$ cat src/rtl/add_sub_flag_stage.sv
// Registered flag-derivation stage for the add/sub datapath: computes
// {V,N,Z,C} from the raw {cout,sum} result, buffers entries in a 2-deep
// in-order FIFO with valid/ready handshake, and counts signed overflows.
module add_sub_flag_stage #(
  parameter int DATA_WIDTH = 8,
  parameter int CNT_WIDTH  = 8
) (
  input  logic                  clk,
  input  logic                  rst,
  input  logic                  in_valid,
  output logic                  in_ready,
  input  logic [DATA_WIDTH:0]   in_result,
  input  logic                  in_op1_msb,
  input  logic                  in_op2_msb,
  input  logic                  in_ctrl,
  output logic                  out_valid,
  input  logic                  out_ready,
  output logic [DATA_WIDTH-1:0] out_sum,
  output logic [3:0]            out_flags,
  output logic [CNT_WIDTH-1:0]  ovf_count,
  input  logic                  cnt_clr
);

  logic [DATA_WIDTH-1:0] mem_sum   [2];
  logic [3:0]            mem_flags [2];
  logic                  wr_ptr;
  logic                  rd_ptr;
  logic [1:0]            count;
  logic [DATA_WIDTH-1:0] last_sum;
  logic [3:0]            last_flags;

  logic [DATA_WIDTH-1:0] s;
  logic                  co;
  logic                  f_v, f_n, f_z, f_c;
  logic                  push, pop;

  // Flag derivation from the incoming result and operand sign bits
  always_comb begin
    s   = in_result[DATA_WIDTH-1:0];
    co  = in_result[DATA_WIDTH];
    f_n = s[DATA_WIDTH-1];
    f_z = (s == '0);
    f_c = in_ctrl ? ~co : co;
    if (in_ctrl)
      f_v = (in_op1_msb != in_op2_msb) & (f_n != in_op1_msb);
    else
      f_v = (in_op1_msb == in_op2_msb) & (f_n != in_op1_msb);
  end

  // Handshake decode; in_ready depends only on registered occupancy
  always_comb begin
    in_ready  = (count < 2'd2) & ~rst;
    out_valid = (count != 2'd0);
    push      = in_valid & in_ready;
    pop       = out_valid & out_ready;
    // When empty, present the last popped entry rather than a stale slot
    out_sum   = out_valid ? mem_sum[rd_ptr]   : last_sum;
    out_flags = out_valid ? mem_flags[rd_ptr] : last_flags;
  end

  // FIFO storage, pointers and occupancy
  always_ff @(posedge clk) begin
    if (rst) begin
      wr_ptr     <= 1'b0;
      rd_ptr     <= 1'b0;
      count      <= 2'd0;
      last_sum   <= '0;
      last_flags <= '0;
    end else begin
      if (push) begin
        mem_sum[wr_ptr]   <= s;
        mem_flags[wr_ptr] <= {f_v, f_n, f_z, f_c};
        wr_ptr            <= ~wr_ptr;
      end
      if (pop) begin
        last_sum   <= mem_sum[rd_ptr];
        last_flags <= mem_flags[rd_ptr];
        rd_ptr     <= ~rd_ptr;
      end
      case ({push, pop})
        2'b10:   count <= count + 2'd1;
        2'b01:   count <= count - 2'd1;
        default: count <= count;
      endcase
    end
  end

  // Saturating overflow-event counter; clear wins over increment
  always_ff @(posedge clk) begin
    if (rst || cnt_clr)
      ovf_count <= '0;
    else if (push && f_v && (ovf_count != '1))
      ovf_count <= ovf_count + 1'b1;
  end

endmodule
$ cat config.mk
export PLATFORM = sky130hd
export DESIGN_NAME = add_sub_flag_stage
export DESIGN_NICKNAME = d
export VERILOG_FILES = /design/src/rtl/add_sub_flag_stage.sv
export SDC_FILE = /design/constraint.sdc
export NUM_CORES = 1
export LEC_CHECK = 0
export ABC_AREA = 1
export BUFFER_PORTS_ARGS = -buffer_cell sky130_fd_sc_hd__buf_4
export CAP_MARGIN = 40
export CORE_MARGIN = 5
export CORE_UTILIZATION = 46
export DETAILED_ROUTE_END_ITERATION = 8
export HOLD_SLACK_MARGIN = 0.08
export PLACE_DENSITY = 0.76
export SLEW_MARGIN = 20
export SYNTH_ARGS = -nofsm -noshare
export SYNTH_HDL_FRONTEND = slang
export SYNTH_SLANG_ARGS = --single-unit
$ cat constraint.sdc
create_clock -name clk -period 1.6 [get_ports clk]
set_input_delay 0.08 -clock clk [delete_from_list [all_inputs] [get_ports clk]]
set_output_delay 0.08 -clock clk [all_outputs]
set_load 0.1 [all_outputs]
==> flow_summary.yaml, run 1 <==
clock_network:
  cts_made_buffers: 5
  clock_path_buffers: 2
  clock-sinks: 46
  cts_tree: "done"
  htreeDepth: 2
  root_buffer: "clkbuf_8"
  path_clk_slew_ps: 80
  clock_latency_ps: 300
synth:
  syn-num-nets: 226
  ys_ff_latch: 46
  synth.top_cell.area_share_pct: 30.8
  ys_types: 33
  yosysTopAreaCell: "edfxtp_1"
  syn_area_per_cell_um2: 10.4
  ys_top_cells_by_area: "edfxtp_1, dfxtp_1, a211oi_2, nand2_1, mux2i_1"
  yosysSeqAreaShare_pct: 53.2
  yosys_warnings: 0
  netlist_instances: 207
  synth_area_mm2: 0.00214
finish:
  diodes: 0
  design_area_mm2: 0.00293
  layout_common_cells: "nand2_1, buf_4, nor2_1, edfxtp_1, dfxtp_1"
  layout-drive-gt1-share_pct: 43.8
  area_growth_pct: 36.6
  final_nets: 278
  final_common_cell: "nand2_1"
timing:
  rsz0062_at_grt: "yes"
  setup_viol: 0
  post-route-period-util_pct: 95.0
  hold_viol_final: 0
  hold_ws_ps: 92.4
  fin_crit_ps: 1520
  fmax_ghz: 0.658
  maxSlewHeadroom_pct: 73.8
  clock_skew_ps: 8.84
  setup_tns_ps: 0
  worst_slew_pin_slew_ps: 392
  slew_viol_final: 0
die:
  chipHeight_um: 78.3
  io_pins: 39
  rows: 24
  die_area_mm2: 0.00613
  die_w_um: 78.3
  core_area_mm2: 0.00444
  initial_core_util_pct: 48.3
min_path:
  hp-start: "in_result[8]"
  hold_path_end: "mem_flags[1][0]"
  min_path_type: "in2reg"
  whs_path_depth: 2
pwr:
  power_mw: 5.75
  combPwrFrac_pct: 59.2
  peakVddDrop_mv: 1.11
  power_density_mw_per_mm2: 1960
  switchingPower_mw: 2.85
  cell_internal_pwr_mw: 2.89
  leakagePower_nw: 1.12
  pwr-share-clk_pct: 14.6
  p_sw_share_pct: 49.7
  p_seq_share_pct: 26.1
setup_path:
  crit_chain: "nor2_4, clkbuf_16, o21ai_2, buf_4"
  worst_setup_path_end_kind: "primary output"
  critPathKind: "reg2out"
  rr_startpoint: "count[1]"
  crit_required_ps: 1520
  cp-start-kind: "flop"
  reg2reg_slack_ps: 90
  crit_path_max_incr_delay_ps: 430
  critPathSlowestCell: "dfxtp_1"
  rr_endpoint: "count[1]"
  arrival_ps: 1440
  cp_max_fo: 11
  worstRegToRegCells: 9
drt:
  drc: 0
  route.vias.total: 1587
  wl_per_cell_um: 13.6
  wl_met1_um: 1910
  highest_layer: "met4"
  drt_pre_antenna_iters: 4
  ant_nets: 0
  route.met3.wl_um: 233
  drt-initial-drc-count: 57
  viasPerCell: 5.09
  dr_wl_met2_um: 2050
  wirelength_um: 4240
grt:
  first_global_vias: 1509
  grt_remaining_overflow: 0
  grt_max_degree: 26
  track_usage_pct: 14.0
  grt_pass1_wl_um: 6700
  antenna_found_initial: 0
flow_run:
  drv_cap: 0
status:
  status: "finished clean"
placed_design:
  gp_congestion: 0.802
  placed_area_mm2: 0.00258
  place_hpwl_um: 2790
  io_buffers: 38
==> kinds of logic after synthesis <==
kind of cell / count (synthesis) / share of synthesized area [%]
AND/OR/NAND/NOR: 85 / 20.4
flip-flops: 46 / 53.2
AO/OA/AOI/OAI: 35 / 12.1
buffers and inverters: 22 / 5.54
multiplexers: 11 / 5.13
XOR/XNOR: 6 / 2.45
adder cells (fa/ha/maj): 2 / 1.17
==> final cells by class <==
type	instances	area, um^2
clock inverters	1	30.0
clock buffers	7	76.3
inverters	14	60.1
flip-flops and latches	46	1160
fillers	350	1520
multi-input cells	139	1020
repair buffers	53	517
well taps	52	65.1
==> worst max-delay path by stage <==
stage | startpoint | endpoint | slack (ps) | depth (start not counted)
final | count[0] | out_sum[2] | 80 | 4
after global routing | count[1] | count[1] | -30 | 9
after CTS | flop | out_sum[5] | 0.9 | 4
after detailed placement | count[1] | out_sum[7] | 180 | 5
after global placement | count[1] | out_sum[7] | 220 | 5
after floorplan | count[1] | count[1] | -210 | 7
==> sequential cells by signal, summed over array words and instances, names as in the netlist, named ones only <==
| register | cells |
|---|---|
| mem_flags | 8 |
| count | 2 |
| last_sum | 7 |
| ovf_count | 8 |
| rd_ptr | 1 |
| mem_sum | 14 |
| last_flags | 4 |
| wr_ptr | 1 |
==> per-stage QoR <==
stage	worst slack, ps	instances	util [%]
6_report	80.8	312	65.9
5_1_grt	-32.6	312	65.9
4_1_cts	0.904	311	63.3
3_5_place_dp	182	294	58.1
3_3_place_gp	216	294	58.1
2_1_floorplan	-215	207	-
==> Yosys cell counts, drive strengths merged <==
library cell,n
o21bai,1
nor2,30
nor3,3
a21oi,9
nand3,7
mux2i,11
nand2,40
dfxtp,24
clkbuf,1
nand4,1
o21ai,14
a211oi,11
nor4,2
xor2,5
edfxtp,22
inv,14
buf,7
and2,1
ha,2
xnor2,1
nand3b,1
==> what timing repair did <==
| item | 4_1_cts | 5_1_grt |
|---|---|---|
| hold endpoints to repair | 17 | 0 |
| gates cloned | 0 | 1 |
| gates resized for setup | 9 | 22 |
| buffers inserted | 0 | 0 |
| setup endpoints to repair | 12 | 12 |
| hold buffers | 9 | 0 |
==> power groups by stage <==
stage	Sequential, mW	Clock (mW)	Combinational, mW
floorplan	1.51	0	2.52
global placement	1.51	0	2.95
detailed placement	1.52	0	2.98
CTS	1.49	0.858	3.10
global route	1.52	0.913	3.56
finish	1.50	0.841	3.40
==> worst max-delay path: cells and delay by family, from the launching register on <==
kind,cells,cell delay [ps]
buffers and inverters,2,480
AOI/OAI and AO/OA,1,130
and+or+nand+nor,1,90
DFF,1,430
==> routing by layer <==
layer  GRT usage, %  up-vias
met3           4.35        5
met5              0        -
met2           21.3       45
li1               -      809
met4           6.64        0
met1           18.1      728
Power figures use the tool's default switching activity.
==> inputs of run 2 (changes only) <==
--- a/config.mk
+++ b/config.mk
@@ -7,12 +7,12 @@
 export LEC_CHECK = 0
 export ABC_AREA = 1
 export BUFFER_PORTS_ARGS = -buffer_cell sky130_fd_sc_hd__buf_4
-export CAP_MARGIN = 40
+export CAP_MARGIN = 20
 export CORE_MARGIN = 5
 export CORE_UTILIZATION = 46
 export DETAILED_ROUTE_END_ITERATION = 8
 export HOLD_SLACK_MARGIN = 0.08
-export PLACE_DENSITY = 0.76
+export PLACE_DENSITY = 0.73
 export SLEW_MARGIN = 20
 export SYNTH_ARGS = -nofsm -noshare
 export SYNTH_HDL_FRONTEND = slang
==> constraint.sdc (replaced) <==
create_clock -name clk -period 1.9 [get_ports clk]
set_input_delay 0.095 -clock clk [delete_from_list [all_inputs] [get_ports clk]]
set_output_delay 0.095 -clock clk [all_outputs]
set_load 0.1 [all_outputs]
==> flow_summary.yaml, run 2 (same netlist as run 1, synthesis figures left out) <==
drt:
  drc: 0
  viasPerCell: 4.91
  route.vias.total: 1521
  drt_pre_antenna_iters: 4
  wl_per_cell_um: 12.4
  drt-initial-drc-count: 58
  wirelength_um: 3840
  ant_nets: 0
flow_run:
  drv_cap: 0
timing:
  layout_setup_ws_ps: 232
  hold_viol_final: 0
  clock_skew_ps: 9.13
  rsz0062_at_grt: "no"
  fmax_ghz: 0.600
  setup_viol: 0
  maxSlewHeadroom_pct: 77.7
  setup_tns_ps: 0
  slew_viol_final: 0
  post-route-period-util_pct: 87.8
  fin_crit_ps: 1670
  worst_slew_pin_slew_ps: 325
placed_design:
  placed_cells: 294
  post-place-ws_ps: 398
  io_buffers: 38
  place_hpwl_um: 2790
  gp_congestion: 0.817
die:
  core_area_mm2: 0.00444
  die_w_um: 78.3
  initial_core_util_pct: 48.3
  io_pins: 39
  die_area_mm2: 0.00613
  rows: 24
  chipHeight_um: 78.3
status:
  status: "finished clean"
finish:
  final_common_cell: "buf_4"
  area_growth_pct: 23.4
  top_regs: "mem_sum (14), mem_flags (8), ovf_count (8)"
  layout_common_cells: "buf_4, nand2_1, nor2_1, dfxtp_1, edfxtp_1"
  layout-drive-gt1-share_pct: 32.2
  diodes: 0
  largest_register_ff_count: 14
  final_nets: 276
  fin_cells: 310
  final_util_pct: 59.5
  top_register: "mem_sum"
setup_path:
  critPathSlowestCell: "dfxtp_1"
  critPathKind: "reg2out"
  crit_required_ps: 1800
  arrival_ps: 1570
  cp_max_fo: 22
  critPathTopFamily: "buffers and inverters"
  crit_path_max_incr_delay_ps: 380
  crit_chain: "nor2_4, buf_4, nand2_1, o21ai_1, buf_4"
  cp-start-kind: "flop"
  cpMostUsedCell: "buf_4"
  critPathBufInv: 2
  worst_setup_path_end_kind: "primary output"
clock_network:
  root_buffer: "clkbuf_8"
  cts.repair.resized: 0
  cts_made_buffers: 5
  htreeDepth: 2
  cts_tree: "done"
  path_clk_slew_ps: 80
  clock_latency_ps: 290
  clock-sinks: 46
  clock_path_buffers: 2
pwr:
  power_mw: 4.17
  peakVddDrop_mv: 0.831
  leakagePower_nw: 1.03
  power_density_mw_per_mm2: 1580
  cell_internal_pwr_mw: 1.96
  switchingPower_mw: 2.21
  combPwrFrac_pct: 56.6
  p_seq_share_pct: 30.0
  pwr-share-clk_pct: 13.4
  p_sw_share_pct: 53.1
grt:
  track_usage_pct: 13.2
  antenna_found_initial: 0
  grt_remaining_overflow: 0
  grt_max_degree: 26
  first_global_vias: 1435
  grt_pass1_wl_um: 6510
min_path:
  min_path_type: "in2reg"
run 2: layout make-up:
| type | instances | area, um^2 |
|---|---|---|
| Sequential cell | 46 | 1140 |
| Fill cell | 375 | 1800 |
| Timing Repair Buffer | 51 | 403 |
| Clock inverter | 2 | 8.76 |
| Tap cell | 52 | 65.1 |
| Multi-Input combinational cell | 139 | 893 |
| Clock buffer | 6 | 72.6 |
| Inverter | 14 | 60.1 |
run 2: routing by layer:
metal  wire length [um]  track usage (%)  vias up
li1                   -                -      803
met1               1830             18.6      679
met2               1770             19.9       37
met3                217             3.55        2
met4                 19             4.20        0
met5                  0                0        -
run 2: path summary, 6_finish.rpt:
path	start	end	slack, ps	cells after the start
worst max register to register	count[1]	count[1]	390	7
worst min register to register	rd_ptr	rd_ptr	460	1
worst max-delay path	count[1]	out_sum[6]	230	5
worst min-delay path	cnt_clr	ovf_count[5]	100	4
run 2: metrics by stage:
| stage | instance area, um^2 | hold WS [ps] |
|---|---|---|
| 6_report | 2650 | 104 |
| 5_1_grt | 2650 | 109 |
| 4_1_cts | 2650 | 98.1 |
| 3_5_place_dp | 2480 | 296 |
| 3_3_place_gp | 2480 | 291 |
| 2_1_floorplan | 2160 | 194 |
run 2: what timing repair did:
action / 4_1_cts / 5_1_grt
endpoints found under the hold margin: 16 / 0
setup buffers: 0 / 0
hold buffers: 8 / 0
run 2: power by group through the flow:
stage | sequential [mW] | clock (mW) | combinational [mW]
global placement | 1.27 | 0 | 2.34
floorplan | 1.27 | 0 | 1.97
detailed placement | 1.28 | 0 | 2.36
finish | 1.25 | 0.559 | 2.36
global route | 1.27 | 0.626 | 2.48
CTS | 1.25 | 0.576 | 2.38
run 2: worst reg2reg max path: stages, from the launching register on:
cell     delay [ps]
dfxtp_1         380
nor2_4          150
nand2_4         110
ha_1            340
a21oi_1         110
o21ai_0         100
xor2_1          150
nor2_1          100
==> inputs of run 3 (changes only) <==
==> constraint.sdc (replaced) <==
create_clock -name clk -period 1.6 [get_ports clk]
set_input_delay 0.08 -clock clk [delete_from_list [all_inputs] [get_ports clk]]
set_output_delay 0.08 -clock clk [all_outputs]
set_load 0.1 [all_outputs]
==> flow_summary.yaml, run 3 (same netlist as run 1, synthesis figures left out) <==
timing:
  fmax_ghz: 0.647
  clock_skew_ps: 8.79
  rsz0062_at_grt: "yes"
  layout_setup_ws_ps: 54.6
  setup_viol: 0
  slew_viol_final: 0
  fin_crit_ps: 1550
  maxSlewHeadroom_pct: 76.5
  worst_slew_pin_slew_ps: 343
  post-route-period-util_pct: 96.6
  hold_viol_final: 0
clock_network:
  root_buffer: "clkbuf_8"
  clock_latency_ps: 290
  clock-sinks: 46
  cts_made_buffers: 5
  clock_path_buffers: 2
  post_cts_buffers: 0
  cts_tree: "done"
  htreeDepth: 2
  path_clk_slew_ps: 80
pwr:
  power_mw: 5.35
  power_density_mw_per_mm2: 1890
  leakagePower_nw: 1.09
  peakVddDrop_mv: 1.36
grt:
  first_global_vias: 1486
  grt_remaining_overflow: 0
  antenna_found_initial: 0
  grt_pass1_wl_um: 6610
  grt_max_degree: 26
  track_usage_pct: 13.8
finish:
  largest_register_ff_count: 14
  layout-drive-gt1-share_pct: 40.2
  fin_cells: 311
  final_common_cell: "nand2_1"
  final_nets: 277
  top_regs: "mem_sum (14), mem_flags (8), ovf_count (8)"
  layout_common_cells: "nand2_1, buf_4, nor2_1, edfxtp_1, dfxtp_1"
  top_register: "mem_sum"
  final_util_pct: 63.6
  area_growth_pct: 31.9
  diodes: 0
placed_design:
  gp_congestion: 0.796
  place_hpwl_um: 2780
  io_buffers: 38
  post-place-ws_ps: 195
  placed_cells: 294
min_path:
  min_path_type: "in2reg"
die:
  initial_core_util_pct: 48.3
  rows: 24
  chipHeight_um: 78.3
  die_area_mm2: 0.00613
  io_pins: 39
  die_w_um: 78.3
  core_area_mm2: 0.00444
setup_path:
  worstRegToRegCells: 9
  crit_path_max_incr_delay_ps: 360
  rr_endpoint: "count[1]"
  cp-start-kind: "flop"
  crit_chain: "buf_12, mux2i_2, o21ai_4, buf_8"
  reg2reg_slack_ps: 170
  critPathKind: "reg2out"
  rr_startpoint: "count[1]"
  worst_setup_path_end_kind: "primary output"
  critPathSlowestCell: "dfxtp_1"
  crit_path_end: "out_sum[7]"
  crit_required_ps: 1520
  arrival_ps: 1470
  cp_max_fo: 11
drt:
  drt-initial-drc-count: 53
  wl_per_cell_um: 12.2
  drc: 0
  viasPerCell: 4.86
  drt_pre_antenna_iters: 4
  wirelength_um: 3790
  route.vias.total: 1511
  ant_nets: 0
status:
  status: "finished clean"
flow_run:
  drv_cap: 0
run 3: changes by cell type in the layout (fill, tap and decap cells not counted), moves of 2 or more:
cell      delta
dfxtp_1      -7
mux2i_1      -4
dfxtp_4      +2
buf_12       +2
buf_4       -13
o21ai_1      -9
buf_6        +9
o21ai_4      +2
dfxtp_2      +5
buf_8        +2
o21ai_2      +8
mux2i_2      +4
clkinv_1     +2
run 3: routing by layer:
metal	vias up	track usage, %	share of wire [%]
met1	661	18.8	49
met2	37	20.4	45
met3	7	3.20	4.5
li1	806	-	-
met5	-	0	0
met4	0	7.17	1.7
run 3: stage by stage:
stage,cell area (um^2),hold WS [ps],setup TNS [ps]
after floorplan,2250,179,-3920
after global placement,2580,275,0
after detailed placement,2580,278,0
after CTS,2780,90.1,-92.3
after global routing,2830,90.0,-113
final,2830,100,0
run 3: report_power, final:
group	total (mW)	leakage, nW	switching [mW]	internal (mW)
Combinational	3.21	0.642	2.31	0.902
Sequential	1.49	0.403	0.0971	1.40
Clock	0.644	0.0407	0.353	0.292
Total	5.35	1.09	2.76	2.59
run 3: area by class of cell:
type	instances	area (um^2)
Inverter	14	60.1
Fill cell	362	1620
Multi-Input combinational cell	139	978
Timing Repair Buffer	52	487
Sequential cell	46	1160
Clock buffer	5	68.8
Clock inverter	3	11.3
Tap cell	52	65.1
run 3: timing repair:
action,in CTS,in global routing
setup endpoints to repair,12,12
gates resized for setup,8,12
endpoints found under the hold margin,17,0
hold buffers,9,0
run 3: how the worst min path moves through the flow:
stage                  from              end  cells after the start
5_1_grt        in_result[8]  mem_flags[1][0]                      2
4_1_cts        in_result[8]  mem_flags[0][0]                      2
6_report       in_result[8]  mem_flags[0][0]                      2
3_5_place_dp   in_result[5]    mem_sum[1][5]                      1
3_3_place_gp   in_result[5]    mem_sum[0][5]                      1
2_1_floorplan  in_result[7]  mem_flags[0][2]                      0
run 3: critical path, delay by kind of cell (launching register included):
| kind | cells | cell delay (ps) |
|---|---|---|
| flops | 1 | 360 |
| mux | 1 | 350 |
| buf+inv | 2 | 340 |
| compound gates | 1 | 120 |
